$ cat config.mk
export PLATFORM = sky130hd
export DESIGN_NAME = seg7_scan_decoder
export DESIGN_NICKNAME = d
export VERILOG_FILES = /design/src/rtl/seg7_scan_decoder.sv
export SDC_FILE = /design/constraint.sdc
export NUM_CORES = 1
export LEC_CHECK = 0
export ABC_AREA = 1
export BUFFER_PORTS_ARGS = -buffer_cell sky130_fd_sc_hd__buf_2
export CAP_MARGIN = 20
export CORE_MARGIN = 2
export CORE_UTILIZATION = 55
export DETAILED_ROUTE_END_ITERATION = 10
export PLACE_DENSITY_LB_ADDON = 0.1
export SLEW_MARGIN = 20
export SYNTH_ARGS = -nofsm -noshare
export SYNTH_HDL_FRONTEND = slang
export SYNTH_SLANG_ARGS = --single-unit
$ cat constraint.sdc
create_clock -name clk -period 4.44 [get_ports clk]
set_clock_uncertainty 0.15 [all_clocks]
set_input_delay 0 -clock clk [delete_from_list [all_inputs] [get_ports clk]]
set_output_delay 0 -clock clk [all_outputs]
set_load 0.02 [all_outputs]
$ cat src/rtl/seg7_scan_decoder.sv
// seg7_scan_decoder: recovers BCD digits from a time-multiplexed 7-segment bus
// and publishes a frame once it has repeated STABLE times in a row.
module seg7_scan_decoder #(
    parameter int NDIG   = 4,
    parameter int STABLE = 2
) (
    input  logic                clk,
    input  logic                rst,
    input  logic [6:0]          seg,
    input  logic [NDIG-1:0]     dig_sel,
    input  logic                strobe,
    output logic [4*NDIG-1:0]   bcd_out,
    output logic [NDIG-1:0]     bad_digit,
    output logic                valid,
    output logic                sel_err
);
    localparam logic [3:0] STB = 4'(STABLE);

    logic [NDIG-1:0]   seen_q, seen_d;
    logic [4*NDIG-1:0] cap_q, cap_d;
    logic [4*NDIG-1:0] prev_q, prev_d;
    logic              prev_ok_q, prev_ok_d;
    logic [3:0]        match_q, match_d;
    logic              pub_done_q, pub_done_d;
    logic [4*NDIG-1:0] bcd_q, bcd_d;
    logic [NDIG-1:0]   bad_q, bad_d;
    logic              valid_q, valid_d;
    logic              sel_err_q, sel_err_d;

    logic [3:0]        nib;
    logic              one_hot, acc, complete, same, publish;
    logic [3:0]        cnt_new;
    logic [4*NDIG-1:0] frame;
    logic [NDIG-1:0]   frame_bad;

    always_comb begin
        case (seg)
            7'b1111110: nib = 4'd0;
            7'b0110000: nib = 4'd1;
            7'b1101101: nib = 4'd2;
            7'b1111001: nib = 4'd3;
            7'b0110011: nib = 4'd4;
            7'b1011011: nib = 4'd5;
            7'b1011111: nib = 4'd6;
            7'b1110000: nib = 4'd7;
            7'b1111111: nib = 4'd8;
            7'b1111011: nib = 4'd9;
            default:    nib = 4'hF;
        endcase
    end

    assign one_hot  = (dig_sel != '0) && ((dig_sel & (dig_sel - NDIG'(1))) == '0);
    assign acc      = strobe && one_hot;
    assign complete = acc && (&(seen_q | dig_sel));

    // The frame is the capture slots with the current sample merged in.
    always_comb begin
        frame     = cap_q;
        frame_bad = '0;
        for (int i = 0; i < NDIG; i++) begin
            frame[4*i +: 4] = dig_sel[i] ? nib : cap_q[4*i +: 4];
            frame_bad[i]    = (frame[4*i +: 4] == 4'hF);
        end
    end

    assign same    = prev_ok_q && (frame == prev_q);
    assign cnt_new = !same ? 4'd1 : (match_q >= STB) ? STB : match_q + 4'd1;
    assign publish = complete && (cnt_new == STB) && (!pub_done_q || frame != bcd_q);

    always_comb begin
        seen_d     = complete ? '0 : acc ? (seen_q | dig_sel) : seen_q;
        cap_d      = acc ? frame : cap_q;
        prev_d     = complete ? frame : prev_q;
        prev_ok_d  = prev_ok_q || complete;
        match_d    = complete ? cnt_new : match_q;
        pub_done_d = pub_done_q || publish;
        bcd_d      = publish ? frame : bcd_q;
        bad_d      = publish ? frame_bad : bad_q;
        valid_d    = publish;
        sel_err_d  = strobe && !one_hot;
    end

    always_ff @(posedge clk) begin
        if (rst) begin
            seen_q     <= '0;
            cap_q      <= '0;
            prev_q     <= '0;
            prev_ok_q  <= 1'b0;
            match_q    <= '0;
            pub_done_q <= 1'b0;
            bcd_q      <= '0;
            bad_q      <= '0;
            valid_q    <= 1'b0;
            sel_err_q  <= 1'b0;
        end else begin
            seen_q     <= seen_d;
            cap_q      <= cap_d;
            prev_q     <= prev_d;
            prev_ok_q  <= prev_ok_d;
            match_q    <= match_d;
            pub_done_q <= pub_done_d;
            bcd_q      <= bcd_d;
            bad_q      <= bad_d;
            valid_q    <= valid_d;
            sel_err_q  <= sel_err_d;
        end
    end

    assign bcd_out   = bcd_q;
    assign bad_digit = bad_q;
    assign valid     = valid_q;
    assign sel_err   = sel_err_q;
endmodule

==> metrics <==
clock slew at reported path FFs=0.08 ns; drt first pass iters=5; CTS tree=yes; Core ar.=0.00628 mm^2; min cycle time layout=3.48 ns; vias in the first global route=3,219; Tcrit/Tclk final=0.784; share of cells above drive strength 1=0.164; CTS sink cnt=64; global-route met1 utilization=0.337; Clk Latency, worst-skew pair=0.36 ns; initial DRC count=219; Syn-to-layout area delta=12.5%; total global-route track usage=0.258; R2R Setup Slk=1.69 ns; slew margin rel.=0.355; Req. time, crit path=4.54 ns; DPL Wire Length=6260 um; RSZ-0062 raised after global routing=no; critical path class=in2reg; ant diodes=0; DRC viols=0; final hold vios=0; Synth Instances=545; post-route design area=0.00397 mm^2; root buffer cell=clkbuf_8; Max Transition Viols Final=0; met2 Use GR=0.429; via count=3,432; final setup fails=0; die height=84.1 um; initial antenna violation count=0; commonest cells after routing, fill and taps aside=nand2_1 (153), inv_1 (89), dfxtp_1 (64), nor2_1 (60), buf_2 (35); die area=0.00707 mm^2; setup TNS=0 ns; initial core utilization=0.562; FF+latch count, synth=64; vias per cell=5.18; Worst EP arrival=3.58 ns; worst min path class=in2reg; MaxCap Viol Count=0; final worst slack=0.958 ns; register area=0.00128 mm^2; GP Congestion=0.863; GR peak layer=met2; status=completed; register area share after synthesis=0.363; Post-Place Setup Slack=1.15 ns; nets=597; Max Fanout on Critical Path=39; Die X=84.1 um; Ports=36; fmax=287 MHz; clock buffer depth=2; met3 usage in global routing=0.0534; Synthesized Nets=561; dpl cell area=0.00370 mm^2; Fillers=602; most common cell after layout, fill and taps aside=nand2_1; Critical Path End Type=register; P_leak=2.03 nW; P per Cell Area=317 mW/mm^2; Syn. warnings=0; Final Routed Wirelength=8740 um; Yosys cell types=31; number of gates resized after cts=0; Routed wire per std cell=13.2 um; total gr overflow=0; mapped cell area=0.00353 mm^2; row count=29; ANT nets after route=0; worst slew pin tran=0.967 ns; global-route wire length before repair=14,600 um; port bufs=35; Post-Syn Area per Cell=6.47 um^2; critical path startpoint category=primary input; H-tree levels=3; CTS buffer count=9; Multi-input gate area=0.00179 mm^2; largest net degree at the start of global routing=40; total power=1.26 mW; Peak VDD IR=0.000185 V
-- worst paths after layout --
path,from,to,cells after the start
worst max-delay path,dig_sel[1],bad_digit[0],15
worst min-delay path,seg[3],cap_q[3],7
worst max register to register,cap_q[5],bad_digit[0],13
worst min register to register,match_q[3],match_q[3],2
-- power breakdown --
part / total [mW] / internal [mW] / switching [mW]
Clock: 0.519 / 0.274 / 0.246
Combinational: 0.149 / 0.0447 / 0.104
Sequential: 0.587 / 0.584 / 0.00352
-- critical path, cell delays in order --
cell	delay [ns]
dlygate4sd3_1	0.53
buf_2	0.22
inv_1	0.14
nand4_1	0.12
o2111ai_1	0.16
nor2_2	0.56
inv_2	0.13
nor2_2	0.22
inv_2	0.09
a21oi_1	0.12
inv_1	0.08
nor2_4	0.15
nand3_2	0.63
nor2_1	0.35
nor2_1	0.07
-- synth_stat cells --
cell | instances | area share
nand2_1 | 153 | 0.16
inv_1 | 89 | 0.095
dfxtp_1 | 64 | 0.36
nor2_1 | 60 | 0.064
nand3_1 | 33 | 0.047
a21oi_1 | 24 | 0.034
o21ai_0 | 17 | 0.024
o22ai_1 | 17 | 0.030
nor2_2 | 14 | 0.025
nand3_2 | 10 | 0.028
nand2_2 | 9 | 0.016
clkbuf_1 | 8 | 0.0085
xor2_1 | 7 | 0.017
inv_2 | 5 | 0.0053
buf_2 | 4 | 0.0057
nand4_1 | 4 | 0.0071
nor4_1 | 4 | 0.0071
or2_2 | 3 | 0.0053
buf_1 | 2 | 0.0021
buf_6 | 2 | 0.0064
ha_1 | 2 | 0.0071
nand2_4 | 2 | 0.0064
nor2_4 | 2 | 0.0064
o2111ai_1 | 2 | 0.0050
o211ai_1 | 2 | 0.0043
a21boi_2 | 1 | 0.0032
a31oi_1 | 1 | 0.0018
buf_12 | 1 | 0.0057
nand3b_1 | 1 | 0.0021
nor3_1 | 1 | 0.0014
o221ai_1 | 1 | 0.0025
-- repair_timing --
action                    in CTS  in global routing
buffers inserted               0                  0
hold endpoints to repair      19                  0
hold buffers                   7                  0
-- routing by layer --
| metal | vias up | part of all wire |
|---|---|---|
| met2 | 83 | 0.47 |
| met1 | 1571 | 0.47 |
| met3 | 12 | 0.046 |
| met4 | 0 | 0.012 |
| met5 | - | 0 |
| li1 | 1766 | - |
-- cell type report --
| type | instances | share of cell area |
|---|---|---|
| multi-input combinational | 370 | 0.452 |
| sequential | 64 | 0.323 |
| inverter | 94 | 0.0890 |
| timing repair buffer | 42 | 0.0618 |
| clock buffer | 11 | 0.0357 |
| tap | 77 | 0.0243 |
| clock inverter | 5 | 0.0142 |
-- state kept, by name (all words and copies together), names as in the netlist --
name,cells
bcd_out,16
cap_q,16
prev_q,16
bad_digit,4
match_q,4
seen_q,4
prev_ok_q,1
pub_done_q,1
sel_err,1
valid,1
-- logic make-up (layout without fill, tap and decap cells) --
family,after synthesis,count (layout),share of synthesized area
AO/OA/AOI/OAI,65,65,0.105
XOR/XNOR,7,7,0.0174
adder cells (fa/ha/maj),2,2,0.00710
buffers and inverters,111,152,0.128
flip-flops,64,64,0.363
AND/OR/NAND/NOR,296,296,0.379
-- through the flow --
step,instances,hold slack [ns],util
3_5_place_dp,640,0.0930,0.589
5_1_grt,663,0.233,0.632
3_3_place_gp,640,0.0877,0.589
2_1_floorplan,545,-0.0273,-
6_report,663,0.189,0.632
4_1_cts,663,0.169,0.632
No activity file was read; power rests on OpenSTA's default activity.
